## src/rtl/load_store_queue.sv

```systemverilog
// In-order load/store queue that feeds the data-memory read/write unit. It captures pending
// operands off the CDB and squashes wrong-path entries after a mispredicted branch.

package load_store_queue_pkg;
   typedef logic [31:0] word32_t;
   typedef logic [3:0]  rs_tag_t;

   localparam rs_tag_t NO_VAL = 4'd0;

   typedef struct packed {
      rs_tag_t tag;
      word32_t val;
   } cdb_t;
endpackage

module load_store_queue
   import load_store_queue_pkg::*;
#(
   parameter  int unsigned DEPTH = 8,
   localparam int unsigned PTR_W = $clog2(DEPTH)
) (
   input  logic    clk_i,
   input  logic    reset_n_i,
   input  logic    disp_valid_i,
   input  logic    disp_load_i,
   input  word32_t disp_base_i,
   input  rs_tag_t disp_base_tag_i,
   input  word32_t disp_offset_i,
   input  word32_t disp_st_data_i,
   input  rs_tag_t disp_st_tag_i,
   input  rs_tag_t disp_ld_tag_i,
   input  logic    br_dispatch_i,
   input  logic    br_resolve_i,
   input  logic    br_correct_i,
   input  cdb_t    cdb_i,
   input  logic    lsu_read_i,
   output logic    lsq_full_o,
   output logic    br_pending_o,
   output logic    lsu_empty_o,
   output word32_t lsu_eff_addr_o,
   output word32_t lsu_st_data_o,
   output rs_tag_t lsu_ld_tag_o,
   output logic    lsu_load_o,
   output logic    lsu_instr_ready_o,
   output logic    lsu_specultative_o,
   output logic    lsu_corr_pred_o
);

   typedef logic [PTR_W-1:0] ptr_t;
   typedef logic [PTR_W:0]   cnt_t;

   // Entry storage; validity is implied by the head/count window.
   logic    ent_load     [DEPTH];
   word32_t ent_base     [DEPTH];
   rs_tag_t ent_base_tag [DEPTH];
   word32_t ent_offset   [DEPTH];
   word32_t ent_st_data  [DEPTH];
   rs_tag_t ent_st_tag   [DEPTH];
   rs_tag_t ent_ld_tag   [DEPTH];
   logic    ent_spec     [DEPTH];

   ptr_t head_q, head_d;
   ptr_t tail_q, tail_d;
   ptr_t spec_start_q, spec_start_d;
   cnt_t count_q, count_d;
   cnt_t spec_cnt_q, spec_cnt_d;
   logic spec_active_q, spec_active_d;

   logic    full, empty;
   logic    head_spec, head_ready;
   logic    pop, push, resolve, flush, commit, new_spec;
   logic    cdb_hit, base_match, st_match;
   word32_t new_base, new_st_data;
   rs_tag_t new_base_tag, new_st_tag;

   always_comb begin
      full       = (count_q == cnt_t'(DEPTH));
      empty      = (count_q == '0);
      head_spec  = ent_spec[head_q];
      head_ready = !empty && (ent_base_tag[head_q] == NO_VAL) &&
                   (ent_load[head_q] || (ent_st_tag[head_q] == NO_VAL)) &&
                   (!head_spec || br_resolve_i);

      pop      = lsu_read_i && head_ready;
      resolve  = br_resolve_i && spec_active_q;
      flush    = resolve && !br_correct_i;
      commit   = resolve && br_correct_i;
      // Fullness is judged before the pop; a push in a flush cycle is wrong-path work.
      push     = disp_valid_i && !full && !flush;
      new_spec = spec_active_q && !resolve;

      cdb_hit      = (cdb_i.tag != NO_VAL);
      base_match   = cdb_hit && (disp_base_tag_i == cdb_i.tag);
      st_match     = cdb_hit && (disp_st_tag_i == cdb_i.tag);
      new_base     = base_match ? cdb_i.val : disp_base_i;
      new_base_tag = base_match ? NO_VAL : disp_base_tag_i;
      new_st_data  = st_match ? cdb_i.val : disp_st_data_i;
      new_st_tag   = st_match ? NO_VAL : disp_st_tag_i;
   end

   always_comb begin
      head_d        = head_q;
      tail_d        = tail_q;
      count_d       = count_q;
      spec_cnt_d    = spec_cnt_q;
      spec_active_d = spec_active_q;
      spec_start_d  = spec_start_q;

      if (flush) begin
         // A popped speculative head is already gone with the flushed tail segment.
         head_d  = head_q + ptr_t'(pop && !head_spec);
         tail_d  = spec_start_q;
         count_d = count_q - spec_cnt_q - cnt_t'(pop && !head_spec);
      end else begin
         head_d  = head_q + ptr_t'(pop);
         tail_d  = tail_q + ptr_t'(push);
         count_d = count_q + cnt_t'(push) - cnt_t'(pop);
      end

      if (resolve) begin
         spec_cnt_d    = '0;
         spec_active_d = 1'b0;
      end else if (push && new_spec) begin
         spec_cnt_d = spec_cnt_q + cnt_t'(1);
      end

      // An op dispatched alongside the branch is older, so the window starts after it.
      if (br_dispatch_i) begin
         spec_active_d = 1'b1;
         spec_start_d  = tail_d;
      end
   end

   always_ff @(posedge clk_i) begin
      if (!reset_n_i) begin
         head_q        <= '0;
         tail_q        <= '0;
         count_q       <= '0;
         spec_cnt_q    <= '0;
         spec_active_q <= 1'b0;
         spec_start_q  <= '0;
      end else begin
         head_q        <= head_d;
         tail_q        <= tail_d;
         count_q       <= count_d;
         spec_cnt_q    <= spec_cnt_d;
         spec_active_q <= spec_active_d;
         spec_start_q  <= spec_start_d;
      end
   end

   always_ff @(posedge clk_i) begin
      for (int unsigned i = 0; i < DEPTH; i++) begin
         if (cdb_hit && (ent_base_tag[ptr_t'(i)] == cdb_i.tag)) begin
            ent_base[ptr_t'(i)]     <= cdb_i.val;
            ent_base_tag[ptr_t'(i)] <= NO_VAL;
         end
         if (cdb_hit && (ent_st_tag[ptr_t'(i)] == cdb_i.tag)) begin
            ent_st_data[ptr_t'(i)] <= cdb_i.val;
            ent_st_tag[ptr_t'(i)]  <= NO_VAL;
         end
         if (commit) begin
            ent_spec[ptr_t'(i)] <= 1'b0;
         end
      end
      if (push) begin
         ent_load[tail_q]     <= disp_load_i;
         ent_base[tail_q]     <= new_base;
         ent_base_tag[tail_q] <= new_base_tag;
         ent_offset[tail_q]   <= disp_offset_i;
         ent_st_data[tail_q]  <= new_st_data;
         ent_st_tag[tail_q]   <= new_st_tag;
         ent_ld_tag[tail_q]   <= disp_ld_tag_i;
         ent_spec[tail_q]     <= new_spec;
      end
   end

   always_comb begin
      lsq_full_o         = full;
      lsu_empty_o        = empty;
      br_pending_o       = spec_active_q;
      lsu_eff_addr_o     = ent_base[head_q] + ent_offset[head_q];
      lsu_st_data_o      = ent_st_data[head_q];
      lsu_ld_tag_o       = ent_ld_tag[head_q];
      lsu_load_o         = ent_load[head_q];
      lsu_instr_ready_o  = head_ready;
      lsu_specultative_o = !empty && head_spec;
      lsu_corr_pred_o    = br_correct_i;
   end

endmodule

```

## config.mk

```make
export PLATFORM = sky130hd
export DESIGN_NAME = load_store_queue
export DESIGN_NICKNAME = d
export VERILOG_FILES = /design/src/rtl/load_store_queue.sv
export SDC_FILE = /design/constraint.sdc
export NUM_CORES = 1
export LEC_CHECK = 0
export BUFFER_PORTS_ARGS = -buffer_cell sky130_fd_sc_hd__buf_2
export CAP_MARGIN = 20
export CORE_MARGIN = 5
export CORE_UTILIZATION = 62
export CTS_CLUSTER_SIZE = 12
export DETAILED_ROUTE_END_ITERATION = 10
export GPL_TIMING_DRIVEN = 0
export MAX_ROUTING_LAYER = met4
export PLACE_DENSITY = 0.87
export REMOVE_ABC_BUFFERS = 1
export SKIP_LAST_GASP = 1
export SLEW_MARGIN = 20
export SYNTH_ARGS = -nofsm -noshare
export SYNTH_HDL_FRONTEND = slang
export SYNTH_SLANG_ARGS = --single-unit
```

## constraint.sdc

```tcl
create_clock -name clk_i -period 6.28 [get_ports clk_i]
set_input_delay 1.256 -clock clk_i [delete_from_list [all_inputs] [get_ports clk_i]]
set_output_delay 1.256 -clock clk_i [all_outputs]
set_load 0.01 [all_outputs]
```

==> Implementation_results.wiki, run 1 <==
{| class="wikitable"
! Metric !! Value
|-
| Clk network pwr share || 31.8%
|-
| Number of synthesis warnings || 0
|-
| Area after DPL || 0.0468 mm2
|-
| Maximum level of the CTS H-tree || 3
|-
| Cell Chain, Critical Path || buf_12 -> buf_12 -> mux4_2 -> mux2_2 -> ha_1 -> inv_1 -> fa_1 -> nand2b_1 -> a21o_1 -> a31o_2 -> a31oi_1 -> o21ai_1 -> xnor2_1 -> buf_2
|-
| Wire length reported by the detailed router || 111000 um
|-
| Number of antenna violations at the first check in global routing || 38
|-
| Maximum number of pins on one net before global-route repair || 47
|-
| Part of the power in combinational logic || 22.4%
|-
| Setup_tns || 0 ps
|-
| Vias || 25000
|-
| Hold slack || 512 ps
|-
| Fill cell count || 4056
|-
| Peak VDD IR || 0.220 mV
|-
| Cell area after synthesis || 0.0433 mm2
|-
| Area grow syn2layout || 14.7%
|-
| Total stage count of the critical path || 14
|-
| Slowest CP cell || sky130_fd_sc_hd__a31oi_1
|-
| Initial drt markers || 2796
|-
| Height of the chip || 274 um
|-
| Power Total || 15.9 mW
|-
| RePlAce Congestion || 0.874
|-
| Cell count of the worst hold path || 2
|-
| Cell depth of the worst flop-to-flop path || 8
|-
| Total clock sinks || 898
|-
| Final critical path time including I/O delays and setup || 6060 ps
|-
| First-pass GRT wire length || 166000 um
|-
| Result of the run || finished, final reports clean
|-
| Top Family by Delay on Critical Path || compound AO/OA/AOI/OAI gates
|-
| Peak per-stage delay on the critical path || 600 ps
|-
| Final setup fails || 0
|-
| First-pass detailed-route iteration total || 8
|-
| Cell type with the highest occurrence count on the critical path || sky130_fd_sc_hd__buf_12
|-
| Total of buffers placed on input and output ports || 226
|-
| Max Cap Violations || 0
|-
| Reg clk slew, reported paths || 60 ps
|-
| TritonCTS clock tree || yes
|-
| Critical Path Fanout Max || 34
|-
| Share of cells above drive strength 1 || 27.7%
|-
| Worst reg2reg startpoint || count_q[1]$_SDFF_PN0_
|-
| Critical Path AT || 4800 ps
|-
| Final Hold Viols || 0
|-
| Maximum clock skew at final layout || 16.7 ps
|-
| Number of distinct standard cells referenced by the synthesized netlist || 66
|-
| Static power due to leakage || 16.4 nW
|-
| RSZ-0062 raised after global routing || no
|-
| Register area share after synthesis || 61.9%
|-
| Type of element capturing the critical path || primary output
|-
| Sw Share || 27.9%
|-
| Mean cell area of the mapped netlist || 17.2 um2
|-
| Type of the worst min-delay path || reg -> reg
|-
| Total placed cells including tap cells || 3575
|-
| Max Clock Freq || 165 MHz
|-
| Synthesized netlist cell count || 2512
|-
| Most used flip-flop cell after synthesis || sky130_fd_sc_hd__edfxtp_1
|-
| Number of global-route vias before repair || 26400
|-
| Number of synthesized register bits || 898
|-
| Actual transition at the worst max-transition pin || 1130 ps
|-
| Die area || 0.0752 mm2
|-
| Worst rel slew slack || 24.7%
|-
| I/O pin count || 227
|-
| Core ar. || 0.0697 mm2
|-
| Count of standard-cell rows || 97
|-
| Ratio of final minimum period to clock period || 96.4%
|-
| Global route total overflow || 0
|-
| Power spent charging and discharging nets || 4.42 mW
|-
| Pins Over Slew Limit || 0
|-
| Via density || 6.64
|-
| Synth async-reset ratio || 0%
|-
| Insertion delay of the later-clocked pin in the worst-skew pair || 630 ps
|-
| Pint || 11.5 mW
|-
| Die X || 274 um
|-
| CP bufs+invs || 4
|-
| Critical path class || reg -> out
|-
| Power per cell area || 320 mW/mm2
|-
| Antenna viol nets, final || 0
|-
| Worst EP required || 5020 ps
|-
| Clock root buffer || sky130_fd_sc_hd__clkbuf_16
|-
| Post-route standard cell area excluding fillers || 0.0497 mm2
|-
| Number of CTS-inserted buffers || 92
|-
| Startpoint of the worst hold path || spec_start_q[0]$_SDFFE_PN0P_
|-
| Starting density of the core || 62.2%
|-
| Critical path launch point || head_q[1]$_SDFF_PN0_
|-
| GRT Total Usage || 30.5%
|-
| DPL Wire Length || 71200 um
|-
| Flop pwr share || 45.9%
|-
| Post-DR wirelength/cell || 29.4 um
|-
| Post-layout nets || 2934
|-
| Non-filler cells in the finished layout || 3767
|-
| Number of flops mapped to enable cells by yosys || 880
|-
| Number of DRC violations after detailed routing || 0
|-
| Clk buf depth || 3
|-
| Kind of start point of the critical path || flop
|}
metal layers:
layer	GRT usage, %	wire length (um)	up-vias	part of all wire [%]
met1	38.1	40100	12900	36
met5	-	0	-	0
li1	-	-	10500	-
met2	50.2	56800	1388	51
met4	11.5	3720	0	3.4
met3	5.80	10300	258	9.3
state kept, by name, indices dropped and copies added, names as in the netlist, 8 cells and up:
register and count:
ent_st_data 256, ent_base_tag 32, ent_base 256, ent_st_tag 32, ent_spec 8, ent_offset 256, ent_ld_tag 32, ent_load 8
Yosys cell counts (all sizes together) (2+ instances only):
| cell type | instances | area, um2 |
|---|---|---|
| mux2i | 6 | 72.6 |
| nor4 | 21 | 153 |
| o2111a | 2 | 22.5 |
| dfxtp | 18 | 360 |
| a22oi | 2 | 15.0 |
| nand3b | 2 | 18.8 |
| o31ai | 3 | 22.5 |
| o211a | 4 | 40.0 |
| o211ai | 7 | 52.6 |
| a21o | 4 | 30.0 |
| and3 | 4 | 30.0 |
| mux2 | 608 | 6850 |
| o21bai | 3 | 22.5 |
| a211oi | 7 | 52.6 |
| and2 | 16 | 100 |
| nor2 | 100 | 388 |
| o22ai | 2 | 12.5 |
| o221ai | 2 | 17.5 |
| nor2b | 15 | 93.8 |
| inv | 31 | 116 |
| edfxtp | 880 | 26400 |
| ha | 46 | 576 |
| o21ai | 42 | 210 |
| xor2 | 20 | 175 |
| xnor2 | 96 | 841 |
| nand2 | 59 | 221 |
| nand3 | 14 | 80.1 |
| a21boi | 5 | 37.5 |
| a31oi | 3 | 18.8 |
| nand2b | 6 | 37.5 |
| o21a | 8 | 60.1 |
| mux4 | 206 | 4640 |
| clkbuf | 70 | 263 |
| buf | 105 | 623 |
| nor4b | 3 | 26.3 |
| a311oi | 2 | 17.5 |
| fa | 4 | 80.1 |
| nand4 | 23 | 144 |
| nor3 | 11 | 55.1 |
| a21oi | 39 | 195 |
| o32ai | 2 | 17.5 |
cell type report:
type                    instances  area (um2)  share of cell area (%)
inverters                      31         129                   0.260
clock buffers                 114        2430                    4.89
clock inverters                34         255                   0.514
multi-input cells            1408       15800                    31.8
flip-flops and latches        898       26800                    54.0
repair buffers                301        2970                    5.97
well taps                     940        1180                    2.37
diodes                         41         103                   0.207
worst paths after layout:
path | to | slack, ps
hold / removal | spec_start_q[0]$_SDFFE_PN0P_ | 510
setup / recovery | lsu_eff_addr_o[26] | 220
setup reg to reg | ent_base[0][13]$_DFFE_PP_ | 2290
hold reg to reg | spec_start_q[0]$_SDFFE_PN0P_ | 510
cell usage in the layout, fill, tap and decap left out, types with 46 or more instances in the layout:
cell type,instances
sky130_fd_sc_hd__buf_2,226
sky130_fd_sc_hd__clkbuf_16,94
sky130_fd_sc_hd__ha_1,46
sky130_fd_sc_hd__nor2_1,95
sky130_fd_sc_hd__mux2_2,96
sky130_fd_sc_hd__nand2_1,53
sky130_fd_sc_hd__buf_16,55
sky130_fd_sc_hd__xnor2_1,96
sky130_fd_sc_hd__edfxtp_1,880
sky130_fd_sc_hd__mux2_1,512
sky130_fd_sc_hd__mux4_2,206
cell families after synthesis:
family,synth area share (%)
buffers and inverters,2.31
adders and majority gates,1.51
xor gates and xnor gates,2.35
and+or+nand+nor,3.18
muxes,26.7
AOI/OAI and AO/OA,2.09
DFF,61.9
what timing repair did:
action / 4_1_cts / 5_1_grt
hold buffers: 0 / 0
resized for setup: 2 / 3
setup endpoints to repair: 5 / 4
endpoints found under the hold margin: 0 / 0
buffers inserted: 3 / 0
metrics by stage:
step | setup WS, ps | util, %
4_1_cts | 98.8 | 71.1
3_3_place_gp | -11000 | 64.2
2_1_floorplan | -6200 | -
3_5_place_dp | 563 | 67.2
5_1_grt | 64.1 | 71.3
6_report | 223 | 71.3
power groups by stage:
stage               sequential (mW)  clock [mW]  combinational (mW)
floorplan                      7.41           0                2.06
global placement               7.49           0                3.15
detailed placement             7.40           0                3.47
CTS                            7.28        5.08                3.52
global route                   7.31        5.34                3.79
finish                         7.28        5.04                3.55
worst min-delay path, cell delays in order, from the launching register on:
cell and delay [ps]:
sky130_fd_sc_hd__dfxtp_1 320, sky130_fd_sc_hd__nand2_1 50, sky130_fd_sc_hd__a21boi_0 90
No activity file was read; power rests on OpenSTA's default activity.
==> inputs of run 2 (changes only) <==
--- a/config.mk
+++ b/config.mk
@@ -7,13 +7,13 @@
 export LEC_CHECK = 0
 export BUFFER_PORTS_ARGS = -buffer_cell sky130_fd_sc_hd__buf_2
 export CAP_MARGIN = 20
-export CORE_MARGIN = 5
-export CORE_UTILIZATION = 62
+export CORE_MARGIN = 1.5
+export CORE_UTILIZATION = 66
 export CTS_CLUSTER_SIZE = 12
 export DETAILED_ROUTE_END_ITERATION = 10
 export GPL_TIMING_DRIVEN = 0
 export MAX_ROUTING_LAYER = met4
-export PLACE_DENSITY = 0.87
+export PLACE_DENSITY = 0.91
 export REMOVE_ABC_BUFFERS = 1
 export SKIP_LAST_GASP = 1
 export SLEW_MARGIN = 20
==> constraint.sdc (replaced) <==
create_clock -name clk_i -period 7.8 [get_ports clk_i]
set_input_delay 1.56 -clock clk_i [delete_from_list [all_inputs] [get_ports clk_i]]
set_output_delay 1.56 -clock clk_i [all_outputs]
set_load 0.01 [all_outputs]
==> run 2 against run 1 <==
First-iteration DRC count is 20% higher. Power is 19% lower. Largest power group unchanged. Clock power is 20% lower. Highest routed layer unchanged. Flip-flop and latch count stayed put. Global-route usage is 4.9 points higher. Worst hold slack better by 7.7 ps. Worst setup slack better by 200 ps. Critical endpoint is now lsu_eff_addr_o[27]. Final area is 0.63% lower. Non-clock buffer count is 4 lower. Sequential share of layout area is 0.34 points higher. Final cell count is 2.4% lower.
==> Implementation_results.wiki, run 2 (same netlist as run 1, synthesis figures left out) <==
{| class="wikitable"
! Metric !! Value
|-
| Kind of start point of the critical path || flop
|-
| Type of the worst min-delay path || reg -> reg
|-
| Commonest non-fill, non-tap cells in the layout || sky130_fd_sc_hd__edfxtp_1, sky130_fd_sc_hd__mux2_1, sky130_fd_sc_hd__buf_2
|-
| Insertion delay of the later-clocked pin in the worst-skew pair || 650 ps (+20 ps)
|-
| Share of cells above drive strength 1 || 27.2% (-0.53 points)
|-
| Registers with the most flip-flops || ent_base (256), ent_offset (256), ent_st_data (256)
|-
| Final setup fails || 0 (unchanged)
|-
| Height of the chip || 259 um (-5.5%)
|-
| Number of DRC violations after detailed routing || 0 (unchanged)
|-
| Count of standard-cell rows || 93 (-4.1%)
|-
| Type of element capturing the critical path || primary output
|-
| Number of CTS-inserted buffers || 91 (-1.1%)
|-
| Peak VDD IR || 0.192 mV (-12%)
|-
| Number of antenna violations at the first check in global routing || 32 (-16%)
|-
| Power per cell area || 259 mW/mm2 (-19%)
|-
| Post-DR wirelength/cell || 31.7 um (+7.8%)
|-
| Maximum level of the CTS H-tree || 3 (unchanged)
|-
| Critical Path AT || 5820 ps (+1020 ps)
|-
| Reg clk slew, reported paths || 60 ps (about the same)
|-
| Commonest non-fill, non-tap cell in the layout || sky130_fd_sc_hd__edfxtp_1
|-
| Initial drt markers || 3349 (+20%)
|-
| Via density || 7.02 (+5.6%)
|-
| Final Hold Viols || 0 (unchanged)
|-
| GRT Total Usage || 35.4% (+4.9 points)
|-
| Max Clock Freq || 135 MHz
|-
| Maximum clock skew at final layout || 26.8 ps (+10.2 ps)
|-
| RePlAce Congestion || 0.897 (+2.6%)
|-
| Non-filler cells in the finished layout || 3675 (-2.4%)
|-
| Maximum number of pins on one net before global-route repair || 52 (+11%)
|-
| Max Cap Violations || 0 (unchanged)
|-
| Critical Path Fanout Max || 34 (unchanged)
|-
| Vias || 25800 (+3.0%)
|-
| Wire length reported by the detailed router || 117000 um (+5.2%)
|-
| Antenna viol nets, final || 0 (unchanged)
|-
| Core ar. || 0.0647 mm2 (-7.1%)
|-
| Area grow syn2layout || 13.9%
|-
| Worst EP required || 6240 ps (+1220 ps)
|-
| DPL Wire Length || 70900 um (-0.49%)
|-
| Final critical path time including I/O delays and setup || 7380 ps
|-
| CTS hold repair buffers || 0 (unchanged)
|-
| Global route total overflow || 0 (unchanged)
|-
| First-pass GRT wire length || 168000 um (+1.3%)
|-
| Worst rel slew slack || 21.1% (-3.6 points)
|-
| Clk buf depth || 3 (unchanged)
|-
| Static power due to leakage || 16.3 nW (-0.55%)
|-
| Total of buffers placed on input and output ports || 226 (unchanged)
|-
| Pins Over Slew Limit || 0 (unchanged)
|-
| Critical path class || reg -> out
|-
| Actual transition at the worst max-transition pin || 1180 ps (+54.2 ps)
|-
| Result of the run || finished, final reports clean
|-
| RSZ-0062 raised after global routing || no
|-
| Ratio of final minimum period to clock period || 94.6%
|-
| Post-layout nets || 2929 (-0.17%)
|-
| Number of global-route vias before repair || 26800 (+1.3%)
|-
| Die X || 259 um (-5.5%)
|-
| Clock root buffer || sky130_fd_sc_hd__clkbuf_16
|-
| TritonCTS clock tree || yes
|-
| Die area || 0.0672 mm2 (-11%)
|-
| I/O pin count || 227 (unchanged)
|-
| Total clock sinks || 898 (unchanged)
|-
| Starting density of the core || 66.9% (+4.8 points)
|-
| Total placed cells including tap cells || 3488 (-2.4%)
|-
| First-pass detailed-route iteration total || 5 (-3)
|-
| Hold slack || 520 ps (+7.68 ps)
|}
run 2: changes by cell type in the layout (fill, tap and decap cells not counted), moves of 3 or more:
| cell | previous run | this run |
|---|---|---|
| sky130_fd_sc_hd__clkbuf_1 | 20 | 26 |
| sky130_fd_sc_hd__clkinv_2 | 9 | 4 |
| sky130_fd_sc_hd__clkbuf_8 | 0 | 3 |
| sky130_fd_sc_hd__buf_12 | 13 | 24 |
| sky130_fd_sc_hd__buf_16 | 55 | 43 |
| sky130_fd_sc_hd__inv_6 | 5 | 1 |
| sky130_fd_sc_hd__buf_4 | 5 | 1 |
run 2: critical path: stages (launching register included):
cell and delay, ps:
sky130_fd_sc_hd__dfxtp_4 620, sky130_fd_sc_hd__buf_16 340, sky130_fd_sc_hd__buf_16 310, sky130_fd_sc_hd__buf_12 290, sky130_fd_sc_hd__buf_16 290, sky130_fd_sc_hd__mux4_2 570, sky130_fd_sc_hd__mux2_2 330, sky130_fd_sc_hd__ha_1 410
sky130_fd_sc_hd__a211oi_1 340, sky130_fd_sc_hd__o211ai_1 160, sky130_fd_sc_hd__a221oi_1 440, sky130_fd_sc_hd__o211ai_1 270, sky130_fd_sc_hd__a311oi_1 390, sky130_fd_sc_hd__xnor2_1 200, sky130_fd_sc_hd__buf_2 180
run 2: routing by layer:
| layer | share of wire (%) | vias up | wire (um) | global-route usage (%) |
|---|---|---|---|---|
| li1 | - | 10500 | - | - |
| met5 | 0 | - | 0 | - |
| met3 | 10 | 438 | 12200 | 6.47 |
| met4 | 4.9 | 0 | 5740 | 16.7 |
| met1 | 34 | 13000 | 40000 | 42.8 |
| met2 | 50 | 1813 | 58600 | 58.0 |
run 2: path summary, 6_finish.rpt:
path,cells after the start,start,slack [ps],end
max,14,head_q[0]$_SDFF_PN0_,420,lsu_eff_addr_o[27]
max reg2reg,10,count_q[2]$_SDFF_PN0_,3570,ent_base[1][10]$_DFFE_PP_
min reg2reg,2,spec_start_q[0]$_SDFFE_PN0P_,520,spec_start_q[0]$_SDFFE_PN0P_
min,2,spec_start_q[0]$_SDFFE_PN0P_,520,spec_start_q[0]$_SDFFE_PN0P_
run 2: area by class of cell:
class	instances	area, um2
multi-input combinational	1408	15800
timing repair buffer	297	2840
antenna	39	97.6
tap	855	1070
fill	3355	15400
sequential	898	26800
inverter	31	124
clock inverter	23	128
clock buffer	124	2520
run 2: power breakdown:
| group | switching, mW | internal [mW] |
|---|---|---|
| Sequential | 0.133 | 5.75 |
| Clock | 1.78 | 2.26 |
| Combinational | 1.68 | 1.18 |
| Total | 3.59 | 9.19 |
run 2: what timing repair did:
action                                  4_1_cts  5_1_grt
gates resized for setup                       0        0
setup buffers                                 0        1
endpoints found under the setup margin        0        1
run 2: metrics by stage:
step	setup TNS, ps	instance area [um2]	worst slack (ps)	power [mW]	utilization [%]
2_1_floorplan	-287960	42400	-4980	7.62	-
3_3_place_gp	-698420	44600	-9510	8.54	69.0
3_5_place_dp	0	46600	951	8.73	72.0
4_1_cts	0	49200	247	12.7	76.1
5_1_grt	0	49300	109	13.2	76.2
6_report	0	49300	419	12.8	76.3
